### src/rtl/spram_lsu32_pkg.sv
// Shared types and helpers for the byte-addressed SPRAM load/store unit.
// Latency: none (declarations only).
// Backpressure: none.
package spram_lsu32_pkg;

    // Word-address width of the 32K x 32 SPRAM bus.
    localparam int BUS_AW = 15;

    typedef enum logic [1:0] {
        SZ_B = 2'd0,
        SZ_H = 2'd1,
        SZ_W = 2'd2
    } sz_t;

    typedef enum logic [1:0] {
        IDLE   = 2'd0,
        ISSUE0 = 2'd1,
        ISSUE1 = 2'd2,
        RESP   = 2'd3
    } lsu_st_t;

    // Access size in bytes; the unused 2'b11 encoding behaves as a word.
    function automatic logic [2:0] sz_bytes(input logic [1:0] sz);
        case (sz)
            SZ_B:    sz_bytes = 3'd1;
            SZ_H:    sz_bytes = 3'd2;
            default: sz_bytes = 3'd4;
        endcase
    endfunction

endpackage

### src/rtl/spram_lsu32_if.sv
// Word bus between the load/store unit (master) and the SPRAM (slave).
// Latency: read data on vo is valid one cycle after ai is presented.
// Backpressure: none; the SPRAM accepts a cycle every clock.
interface spram_lsu32_if;
    import spram_lsu32_pkg::*;

    logic              we;
    logic [3:0]        bmsk;
    logic [BUS_AW-1:0] ai;
    logic [31:0]       vi;
    logic [31:0]       vo;

    modport master (output we, bmsk, ai, vi, input vo);
    modport slave  (input we, bmsk, ai, vi, output vo);
endinterface

### src/rtl/spram_lsu32_align.sv
// Lane alignment: store shift/mask generation and load merge/shift/extend.
// Latency: purely combinational.
// Backpressure: none.
module spram_lsu32_align
    import spram_lsu32_pkg::*;
(
    input  logic [1:0]  i_sz,
    input  logic        i_sgn,
    input  logic [1:0]  i_off,
    input  logic [31:0] i_vi,
    input  logic [31:0] i_lo,
    input  logic [31:0] i_hi,
    output logic [63:0] o_w64,
    output logic [7:0]  o_m8,
    output logic        o_split,
    output logic [31:0] o_ld
);

    logic [2:0]  w_n;
    logic [31:0] w_szmask;
    logic [3:0]  w_lanes;
    logic [31:0] w_r32;

    assign w_n     = sz_bytes(i_sz);
    // Access crosses into the next word when offset plus size exceeds 4 bytes.
    assign o_split = (({1'b0, i_off} + w_n) > 3'd4);

    // Size-dependent data mask and lane pattern before shifting to the offset.
    always_comb begin
        w_szmask = 32'hFFFF_FFFF;
        w_lanes  = 4'b1111;
        case (i_sz)
            SZ_B: begin
                w_szmask = 32'h0000_00FF;
                w_lanes  = 4'b0001;
            end
            SZ_H: begin
                w_szmask = 32'h0000_FFFF;
                w_lanes  = 4'b0011;
            end
            default: ;
        endcase
    end

    assign o_w64 = {32'd0, i_vi & w_szmask} << {i_off, 3'b000};
    assign o_m8  = {4'd0, w_lanes} << i_off;

    // Only the low 32 bits of the shifted pair can hold the requested bytes.
    assign w_r32 = 32'({i_hi, i_lo} >> {i_off, 3'b000});

    // Truncate to the access size and extend; word loads ignore sgn.
    always_comb begin
        o_ld = w_r32;
        case (i_sz)
            SZ_B:    o_ld = {{24{i_sgn & w_r32[7]}}, w_r32[7:0]};
            SZ_H:    o_ld = {{16{i_sgn & w_r32[15]}}, w_r32[15:0]};
            default: ;
        endcase
    end

endmodule

### src/rtl/spram_lsu32.sv
// Byte-addressed load/store unit mastering the 32K x 32 SPRAM word bus.
// Latency: aligned store 1 bus cycle, aligned load 2, split store 2, split load 3.
// Backpressure: o_rdy is high only when idle; requests are taken on req & rdy.
module spram_lsu32
    import spram_lsu32_pkg::*;
#(
    parameter int AW = 17
) (
    input  logic          clk,
    input  logic          rst_n,
    input  logic          i_req,
    output logic          o_rdy,
    input  logic          i_we,
    input  logic [1:0]    i_sz,
    input  logic          i_sgn,
    input  logic [AW-1:0] i_ai,
    input  logic [31:0]   i_vi,
    output logic [31:0]   o_vo,
    output logic          o_vo_vld,
    spram_lsu32_if.master bus
);

    lsu_st_t           r_st;
    lsu_st_t           w_nxt;

    logic              r_we;
    logic [1:0]        r_sz;
    logic              r_sgn;
    logic [AW-1:0]     r_ai;
    logic [31:0]       r_vi;
    logic [31:0]       r_lo;
    logic [31:0]       r_vo;

    logic              r_bus_we;
    logic [3:0]        r_bus_bmsk;
    logic [BUS_AW-1:0] r_bus_ai;
    logic [31:0]       r_bus_vi;

    logic              w_idle;
    logic              w_acc;
    logic              w_sel_we;
    logic [1:0]        w_sel_sz;
    logic              w_sel_sgn;
    logic [AW-1:0]     w_sel_ai;
    logic [31:0]       w_sel_vi;
    logic [AW-3:0]     w_wa;
    logic [AW-3:0]     w_wa1;
    logic [63:0]       w_w64;
    logic [7:0]        w_m8;
    logic              w_split;
    logic [31:0]       w_lo_dat;
    logic [31:0]       w_ld;

    assign w_idle = (r_st == IDLE);
    assign w_acc  = i_req & w_idle;
    assign o_rdy  = w_idle;

    // While idle the live request fields feed the aligner so ISSUE0 can be
    // registered on the accepting edge; afterwards the latched copy is used.
    assign w_sel_we  = w_idle ? i_we  : r_we;
    assign w_sel_sz  = w_idle ? i_sz  : r_sz;
    assign w_sel_sgn = w_idle ? i_sgn : r_sgn;
    assign w_sel_ai  = w_idle ? i_ai  : r_ai;
    assign w_sel_vi  = w_idle ? i_vi  : r_vi;

    assign w_wa  = w_sel_ai[AW-1:2];
    assign w_wa1 = w_wa + 1'b1;

    // In RESP bus.vo carries the high word of a split load, or the only word.
    assign w_lo_dat = w_split ? r_lo : bus.vo;

    spram_lsu32_align u_align (
        .i_sz    (w_sel_sz),
        .i_sgn   (w_sel_sgn),
        .i_off   (w_sel_ai[1:0]),
        .i_vi    (w_sel_vi),
        .i_lo    (w_lo_dat),
        .i_hi    (bus.vo),
        .o_w64   (w_w64),
        .o_m8    (w_m8),
        .o_split (w_split),
        .o_ld    (w_ld)
    );

    // State register.
    always_ff @(posedge clk or negedge rst_n) begin
        if (!rst_n) r_st <= IDLE;
        else        r_st <= w_nxt;
    end

    // Next-state: optional second word, then a response cycle for loads.
    always_comb begin
        w_nxt = r_st;
        case (r_st)
            IDLE:    if (i_req) w_nxt = ISSUE0;
            ISSUE0:  w_nxt = w_split ? ISSUE1 : (r_we ? IDLE : RESP);
            ISSUE1:  w_nxt = r_we ? IDLE : RESP;
            RESP:    w_nxt = IDLE;
            default: w_nxt = IDLE;
        endcase
    end

    // Latch every request field on acceptance.
    always_ff @(posedge clk or negedge rst_n) begin
        if (!rst_n) begin
            r_we  <= 1'b0;
            r_sz  <= 2'd0;
            r_sgn <= 1'b0;
            r_ai  <= '0;
            r_vi  <= 32'd0;
        end else if (w_acc) begin
            r_we  <= i_we;
            r_sz  <= i_sz;
            r_sgn <= i_sgn;
            r_ai  <= i_ai;
            r_vi  <= i_vi;
        end
    end

    // Bus registers load the values of the state being entered; the address
    // and data hold outside the issue states while we/bmsk drop to zero.
    always_ff @(posedge clk or negedge rst_n) begin
        if (!rst_n) begin
            r_bus_we   <= 1'b0;
            r_bus_bmsk <= 4'd0;
            r_bus_ai   <= '0;
            r_bus_vi   <= 32'd0;
        end else begin
            case (w_nxt)
                ISSUE0: begin
                    r_bus_we   <= w_sel_we;
                    r_bus_bmsk <= w_m8[3:0];
                    r_bus_ai   <= BUS_AW'(w_wa);
                    r_bus_vi   <= w_w64[31:0];
                end
                ISSUE1: begin
                    r_bus_we   <= w_sel_we;
                    r_bus_bmsk <= w_m8[7:4];
                    r_bus_ai   <= BUS_AW'(w_wa1);
                    r_bus_vi   <= w_w64[63:32];
                end
                default: begin
                    r_bus_we   <= 1'b0;
                    r_bus_bmsk <= 4'd0;
                end
            endcase
        end
    end

    // Capture the low word of a split load, and hold the last response.
    always_ff @(posedge clk or negedge rst_n) begin
        if (!rst_n) begin
            r_lo <= 32'd0;
            r_vo <= 32'd0;
        end else begin
            if (r_st == ISSUE1) r_lo <= bus.vo;
            if (r_st == RESP)   r_vo <= w_ld;
        end
    end

    assign bus.we   = r_bus_we;
    assign bus.bmsk = r_bus_bmsk;
    assign bus.ai   = r_bus_ai;
    assign bus.vi   = r_bus_vi;

    assign o_vo_vld = (r_st == RESP);
    assign o_vo     = (r_st == RESP) ? w_ld : r_vo;

endmodule

### src/flat_wrapper.sv
// flat-port wrapper written by rule: the top's interface ports become plain ports
module spram_lsu32_flat import spram_lsu32_pkg::*;
#(
    parameter int AW = 17
)
  (clk, rst_n, i_req, o_rdy, i_we, i_sz, i_sgn, i_ai, i_vi, o_vo, o_vo_vld, bus_we, bus_bmsk, bus_ai, bus_vi, bus_vo);
  spram_lsu32_if bus_i ();
  input  logic clk;
  input  logic rst_n;
  input  logic i_req;
  output logic o_rdy;
  input  logic i_we;
  input  logic [1:0] i_sz;
  input  logic i_sgn;
  input  logic [AW-1:0] i_ai;
  input  logic [31:0] i_vi;
  output logic [31:0] o_vo;
  output logic o_vo_vld;
  output wire logic [$bits(bus_i.we)-1:0] bus_we;
  output wire logic [$bits(bus_i.bmsk)-1:0] bus_bmsk;
  output wire logic [$bits(bus_i.ai)-1:0] bus_ai;
  output wire logic [$bits(bus_i.vi)-1:0] bus_vi;
  input wire logic [$bits(bus_i.vo)-1:0] bus_vo;
  assign bus_we = bus_i.we;
  assign bus_bmsk = bus_i.bmsk;
  assign bus_ai = bus_i.ai;
  assign bus_vi = bus_i.vi;
  assign bus_i.vo = bus_vo;
  spram_lsu32 #(.AW(AW)) u_core (.clk(clk), .rst_n(rst_n), .i_req(i_req), .o_rdy(o_rdy), .i_we(i_we), .i_sz(i_sz), .i_sgn(i_sgn), .i_ai(i_ai), .i_vi(i_vi), .o_vo(o_vo), .o_vo_vld(o_vo_vld), .bus(bus_i));
endmodule
### config.mk
export PLATFORM = sky130hd
export DESIGN_NAME = spram_lsu32_flat
export DESIGN_NICKNAME = d
export VERILOG_FILES = /design/src/rtl/spram_lsu32_pkg.sv /design/src/rtl/spram_lsu32_if.sv /design/src/rtl/spram_lsu32_align.sv /design/src/rtl/spram_lsu32.sv /design/src/flat_wrapper.sv
export SDC_FILE = /design/constraint.sdc
export NUM_CORES = 1
export LEC_CHECK = 0
export BUFFER_PORTS_ARGS = -buffer_cell sky130_fd_sc_hd__buf_2
export CAP_MARGIN = 20
export CORE_MARGIN = 3
export CORE_UTILIZATION = 57
export DETAILED_ROUTE_END_ITERATION = 10
export PLACE_DENSITY_LB_ADDON = 0.3
export SLEW_MARGIN = 25
export SYNTH_ARGS = -nofsm -noshare
export SYNTH_HDL_FRONTEND = slang
export SYNTH_SLANG_ARGS = --single-unit
export TNS_END_PERCENT = 100
### constraint.sdc
create_clock -name clk -period 7 [get_ports clk]
set_clock_uncertainty 0.1 [all_clocks]
set_input_delay 1.4 -clock clk [delete_from_list [all_inputs] [get_ports clk]]
set_output_delay 1.4 -clock clk [all_outputs]
set_load 0.005 [all_outputs]
### Word-level counts from Yosys, hierarchy flattened

Cells that the tools add are included.

* bits in registers: 171
* latch bits: 0
* RAM bits: 0
* ROM bits: 0
* bits of input ports: 88
* word-level logic and storage cells: 51
* memories kept: 0

* add/sub/neg operators: 2
* $mul: 0
* divide/modulo/power cells: 0
* order comparisons: 1
* equality and inequality tests: 6
* shift operators: 3
* mux-type cells: 19
* bitwise operators: 4
* reductions and logical operators: 4

Operators with widths (count)
* 32-bit case mux with 2 select lines: 3
* 32-bit 2-to-1 mux: 3
* 32-bit by 5-bit << shifter with 64-bit output: 1
* 64-bit by 5-bit right shift with 32-bit output: 1
* 32-bit AND: 1
* 15-bit case mux with 2 select lines: 1
* 17-bit 2-to-1 mux: 1
* 4-bit case mux with 2 select lines: 2
* 15-bit by 1-bit adder with 15-bit output (second input constant): 1
* 2-bit 2-to-1 mux: 4
* 2-bit case mux with 4 select lines: 1
* 4-bit by 2-bit << shifter with 8-bit output: 1
* 2-bit by 1-bit == test with 1-bit output (second input constant): 3
* 2-bit == test (second input constant): 3
* 3-bit case mux with 2 select lines: 1
* 2-bit logical NOT: 2
* 2-bit by 3-bit adder with 3-bit output: 1
* 1-bit AND: 3
* 3-bit greater-than comparator (second input constant): 1
* 1-bit 2-to-1 mux: 3
* 2-bit nonzero test: 1
* 2-bit OR reduction: 1

### Logic depth before layout (Yosys ltp)

* depth in word-level cells: 11
* mapped depth: 25
* gate-level depth less buffers: 18

### Hierarchy

A second synthesis with hierarchy kept.

* cell total of the unflattened synthesis: 963
* area total of the unflattened synthesis: 10128.5 µm²

Modules (own cells, without submodules)
* spram_lsu32: times used 1, cells an instance 701, area an instance 8046.5 µm²
* spram_lsu32_align: times used 1, cells an instance 262, area an instance 2082.0 µm²

### Worst setup path before layout

Ideal clock, no wire load.

* kind: input to output
* start: input i_ai[0]
* end: output o_vo[29]
* data arrival time: 4.856 ns
* required time: 5.500 ns
* path slack: 0.644 ns
* stages: 16
* buffers on the path: 5
* path through: or3b_2 > and2_1 > buf_2 > inv_2 > buf_4 > buf_6 > buf_2 > ha_1 > fa_1 > o21ba_2 > a21boi_2 > nor4_1 > a211oi_1 > o31ai_4 > buf_2 > a41oi_1

* cells in the longest elaborated chain, start to end: 8
* elaborated cells on any way between the ends: 9
* classes of those cells: add/sub: 1; order compare: 1; shift: 1; mux: 4; bitwise: 2

Ends and longest elaborated chain
* start: declaration: RTL line flat_wrapper.sv:15 `input logic [AW-1:0] i_ai;`
* 17-bit 2-to-1 mux *: RTL line spram_lsu32.sv:63 `assign w_sel_ai = w_idle ? i_ai : r_ai;`
* 2-bit by 3-bit adder with 3-bit output: RTL line spram_lsu32_align.sv:26 `assign o_split = (({1'b0, i_off} + w_n) > 3'd4);`
* 3-bit greater-than comparator: RTL line spram_lsu32_align.sv:26
* 32-bit 2-to-1 mux: RTL line spram_lsu32.sv:70 `assign w_lo_dat = w_split ? r_lo : bus.vo;`
* 64-bit by 5-bit right shift with 32-bit output *: RTL line spram_lsu32_align.sv:49 `assign w_r32 = 32'({i_hi, i_lo} >> {i_off, 3'b000});`
* 1-bit AND (on tied branches): RTL line spram_lsu32_align.sv:56, spram_lsu32_align.sv:55
* 32-bit case mux with 2 select lines *: RTL line spram_lsu32_align.sv:54 `case (i_sz)`
* 32-bit 2-to-1 mux *: RTL line spram_lsu32.sv:167 `assign o_vo = (r_st == RESP) ? w_ld : r_vo;`
* end: declaration: RTL line flat_wrapper.sv:17 `output logic [31:0] o_vo;`

Mark *: on every way between the ends. The rest lies on a longest branch, timed or not.

### Worst setup path after layout

* start: input i_sz[1]
* end: output o_vo[22]

* cells in the longest elaborated chain, start to end: 10
* elaborated cells on any way between the ends: 12
* classes of those cells: add/sub: 1; order compare: 1; eq/ne: 1; shift: 1; mux: 5; bitwise: 2; reduce/logical: 1

Ends and longest elaborated chain
* start: declaration: RTL line flat_wrapper.sv:13 `input logic [1:0] i_sz;`
* 2-bit 2-to-1 mux *: RTL line spram_lsu32.sv:61 `assign w_sel_sz = w_idle ? i_sz : r_sz;`
* 2-bit by 1-bit == test with 1-bit output or 2-bit logical NOT (tied branches): RTL line spram_lsu32_pkg.sv:24, spram_lsu32_align.sv:54
* 3-bit case mux with 2 select lines: RTL line spram_lsu32_pkg.sv:24 `case (sz)`
* 2-bit by 3-bit adder with 3-bit output: RTL line spram_lsu32_align.sv:26
* 3-bit greater-than comparator: RTL line spram_lsu32_align.sv:26
* 32-bit 2-to-1 mux: RTL line spram_lsu32.sv:70
* 64-bit by 5-bit right shift with 32-bit output: RTL line spram_lsu32_align.sv:49
* 1-bit AND (on tied branches): RTL line spram_lsu32_align.sv:56, spram_lsu32_align.sv:55
* 32-bit case mux with 2 select lines *: RTL line spram_lsu32_align.sv:54
* 32-bit 2-to-1 mux *: RTL line spram_lsu32.sv:167

Marks and branches as above.

==> impl_summary.md <==
Die
The die covers 18,900 µm². The placement row count is between 40 and 50. The total core area is 16,800 µm².

The effective utilization at floorplan is about three fifths. The width of the chip is 138 µm. The height of the die is 138 µm. 174 I/O pins were placed.

STA
Subtracting the final worst setup slack from the clock period gives about 6.6 ns. The final number of max-transition violations is 0. The actual slew at the worst max-slew pin is roughly 1.1 ns.

The tightest hold path in the finished design has a slack of roughly 0.38 ns. Static timing analysis puts the maximum clock frequency at ~150 MHz. The number of failing hold endpoints at the final stage is 0. The share of the cycle needed by the critical path after routing is 93.7%. The setup TNS is 0 ns. Setup violations remaining at the end of the flow were counted as 0. Setup repair after global routing left no endpoint under its margin. Headroom to the max-slew limit came out at about a quarter.

Routing
The initial detailed-routing violation count is ~1.0k. The final routed DRC violation total is 0. Using the TritonRoute via totals, the vias-per-cell ratio works out to between 6 and 7. For this block, the routed nets add up to ~28,000 µm of wire. The detail route stage leaves a number of antenna-violating nets equal to 0. The wire length per cell after detailed routing is about 21 µm. Before antenna repair, the detailed router went through 7 iterations. The routed via count is between 8k and 9k.

Clock network
Post-CTS timing repair inserted 0 buffers for setup. Buffers inserted during clock tree synthesis total 17. The CTS tree is yes.

The H-tree was split into 4 levels. The clock root buffer is sky130_fd_sc_hd__clkbuf_16. The post-cts hold buffer count is 0.

The number of sinks handled by clock tree synthesis is 171. Once the clock tree was built, the resizer swapped 0 gates to a different size. The maximum clock path buffer count is 2. The later pin in the worst-skew pair is clocked with a latency of approximately 0.44 ns.

The clock edge transition at the registers on the reported setup and hold paths is 0.07 ns.

Global route
For this run, global-route usage on met2 was measured as a little over two fifths. Global routing consumed, over all layers together, a little under a third of the routing resources. For this run, global-route usage on met1 was measured as ~46%. In this run the most used layer during global routing was met1. The fraction of met3 tracks used by global routing is 7.49%. Entering global routing, the biggest net connects ~120 pins. For this run the aggregate overflow at the end of global routing stands at 0. The wire length of the first global-routing pass is ~44,000 µm. The number of antenna violations at the first check in global routing is 4. The number of global-route vias before repair was approximately 7.8k.

Critical path
The highest net fanout along the worst path is 25. The critical path in this run is classified as in -> out. The data required time at the worst endpoint is around 5.5 ns. The critical path launch point type is an input pin. The critical path endpoint category is a primary output. At the worst endpoint, the arrival time is approximately 5.1 ns.

Power and ir drop
The sequential power share is around 25%. Dividing total power by cell area gives a power density of 629 nW/µm². In this run, the clock network consumes approximately an eighth of the power. The maximum vdd drop is between 0.0003 and 0.0004 V.

The switching fraction of total power is a little under half. The leakage component of the power is approximately 5.0 nW. The internal power is 0.00384 W. In this run the power spent charging and discharging nets is ~0.0033 W. Per report_power, the combinational group accounts for between 60% and 70% of the total.

Flow run
Across the run, the number of max-cap violations was 0.

Synthesis
The synthesized design contains 0 enable-type register cells. The netlist uses 64 different library cells. The synthesized flop and latch total is 171. The most common flop cell mapped by yosys is sky130_fd_sc_hd__dfrtp_1. The net count after synthesis is between 1k and 1.5k. Averaged over all synthesized cells, the footprint is ~10 µm². The count of yosys warnings during synthesis is 0. Yosys attributes the largest share of cell area to sky130_fd_sc_hd__dfrtp_1 (43%), sky130_fd_sc_hd__mux2_2 (10%), sky130_fd_sc_hd__mux2i_1 (7.3%). The synthesized design devotes to its leading area cell type 43.4% of total area. The post-synthesis cell type with the largest combined area is sky130_fd_sc_hd__dfrtp_1.

The mapped cell area is 9860 µm². Synthesis produced a netlist whose cell count is between 900 and 1k. After synthesis, the share of flip-flops with an asynchronous set or reset is 100%. Summing the sequential cell areas from Yosys gives between 40% and 50% of the chip area.

Place
The number of input and output port buffers inserted is 173. The cell area after placement is ~11,000 µm². The congestion estimate from routability-driven global placement came to ~0.94. The HPWL reported at the end of detailed placement is 19,800 µm.

Hold path
The worst hold-check path type is reg -> reg.

Finish
Compared with the post-synthesis result, the final layout area differs by 15.5%. After the last flow step, the layout net total stands at about 1.2k. The final cell utilization of the core is between 60% and 70%.

With fillers left out, the area of the finished cells amounts to around 11,000 µm². The share of cells above drive strength 1 is approximately 31%.

Status
The run finished with clean final reports.
## Yosys cell counts (all sizes together), types with 6 or more instances
| cell type | n |
|---|---|
| or3b | 14 |
| nor2 | 66 |
| xnor2 | 9 |
| a31oi | 25 |
| buf | 36 |
| o211ai | 12 |
| a2bb2oi | 15 |
| clkbuf | 45 |
| dfrtp | 171 |
| nand2b | 9 |
| a311o | 7 |
| nor3 | 9 |
| a21oi | 20 |
| and3 | 10 |
| o22ai | 16 |
| inv | 11 |
| nand3 | 10 |
| o21ai | 95 |
| a22oi | 10 |
| o31a | 8 |
| a22o | 9 |
| xor2 | 6 |
| a41oi | 16 |
| a221oi | 9 |
| mux2 | 89 |
| mux2i | 73 |
| mux4 | 7 |
| o22a | 8 |
| a211oi | 18 |
| nand2 | 109 |
## state kept, by name, indices dropped and copies added, names as in the netlist, 2 cells and up
| signal | flops |
|---|---|
| u_core.bus.vi | 32 |
| u_core.r_lo | 32 |
| u_core.r_vi | 32 |
| u_core.r_vo | 32 |
| u_core.r_ai | 17 |
| u_core.bus.ai | 15 |
| u_core.bus.bmsk | 4 |
| u_core.r_st | 2 |
| u_core.r_sz | 2 |
## final cells by class
| cell class | instances | area (µm²) |
|---|---|---|
| tap | 220 | 275 |
| clock inverter | 13 | 119 |
| sequential | 171 | 4280 |
| inverter | 11 | 41.3 |
| clock buffer | 19 | 433 |
| timing repair buffer | 195 | 1050 |
| fill | 1360 | 5370 |
| antenna | 1 | 2.50 |
| multi-input combinational | 719 | 5190 |
## power by group through the flow
stage / logic, W / clock network [W] / registers (W)
final: 0.00447 / 0.000900 / 0.00179
after global placement: 0.00430 / 0 / 0.00178
after global routing: 0.00487 / 0.000948 / 0.00184
after detailed placement: 0.00438 / 0 / 0.00180
after CTS: 0.00441 / 0.000908 / 0.00179
after floorplan: 0.00323 / 0 / 0.00171
## cell families after synthesis
kind of cell / after synthesis / share of synthesized area [%]
flops: 171 / 43.4
mux: 169 / 19.3
xor+xnor: 15 / 1.33
fa+ha+maj: 5 / 0.711
buf+inv: 92 / 4.09
compound gates: 280 / 19.2
simple gates: 250 / 12.0
## cells in the final DEF, fill, tap and decap left out, types with 17 or more instances in the layout
cell type	instances
sky130_fd_sc_hd__mux2i_1	72
sky130_fd_sc_hd__clkbuf_16	17
sky130_fd_sc_hd__a211oi_1	18
sky130_fd_sc_hd__a31oi_1	25
sky130_fd_sc_hd__a21oi_1	20
sky130_fd_sc_hd__nor2_1	66
sky130_fd_sc_hd__mux2_2	89
sky130_fd_sc_hd__buf_2	172
sky130_fd_sc_hd__nand2_1	107
sky130_fd_sc_hd__buf_4	21
sky130_fd_sc_hd__o21ai_0	89
sky130_fd_sc_hd__dfrtp_1	171
## worst paths after layout
kind	startpoint	to	slack, ns	cells after the start
worst min register to register	u_core.bus.vi[9]	u_core.bus.vi[9]	0.38	2
min in group asynchronous	rst_n	u_core.r_vo[11]	0.98	1
worst max-delay path	i_sz[1]	o_vo[22]	0.44	14
max in group asynchronous	rst_n	u_core.r_lo[22]	4.54	2
worst min-delay path	u_core.bus.vi[9]	u_core.bus.vi[9]	0.38	2
worst max register to register	u_core.r_st[1]	u_core.bus.ai[11]	0.88	21
## layer usage
metal / up-vias / part of all wire, %
met5: - / 0.16
met4: 6 / 2.1
met3: 54 / 9.7
met2: 448 / 44
met1: 4164 / 44
li1: 3913 / -
## per-stage QoR
stage	setup WS [ns]	total power (W)	cells
floorplan	0.644	0.00494	982
global placement	0.575	0.00608	1316
detailed placement	0.497	0.00617	1316
CTS	0.479	0.00710	1348
global route	0.171	0.00767	1349
finish	0.441	0.00717	1349
## critical path, stage by stage
cell                      delay, ns
sky130_fd_sc_hd__buf_2         0.21
sky130_fd_sc_hd__nor4_2        0.07
sky130_fd_sc_hd__a21oi_1       0.27
sky130_fd_sc_hd__inv_1         0.14
sky130_fd_sc_hd__ha_1          0.21
sky130_fd_sc_hd__fa_1          0.50
sky130_fd_sc_hd__o21ai_0       0.14
sky130_fd_sc_hd__or3_1         0.37
sky130_fd_sc_hd__nand2_2       0.47
sky130_fd_sc_hd__buf_4         0.35
sky130_fd_sc_hd__mux2i_1       0.28
sky130_fd_sc_hd__o21ai_0       0.12
sky130_fd_sc_hd__a41oi_1       0.32
sky130_fd_sc_hd__buf_2         0.17
Note: power is estimated with default switching activity, not from simulation.
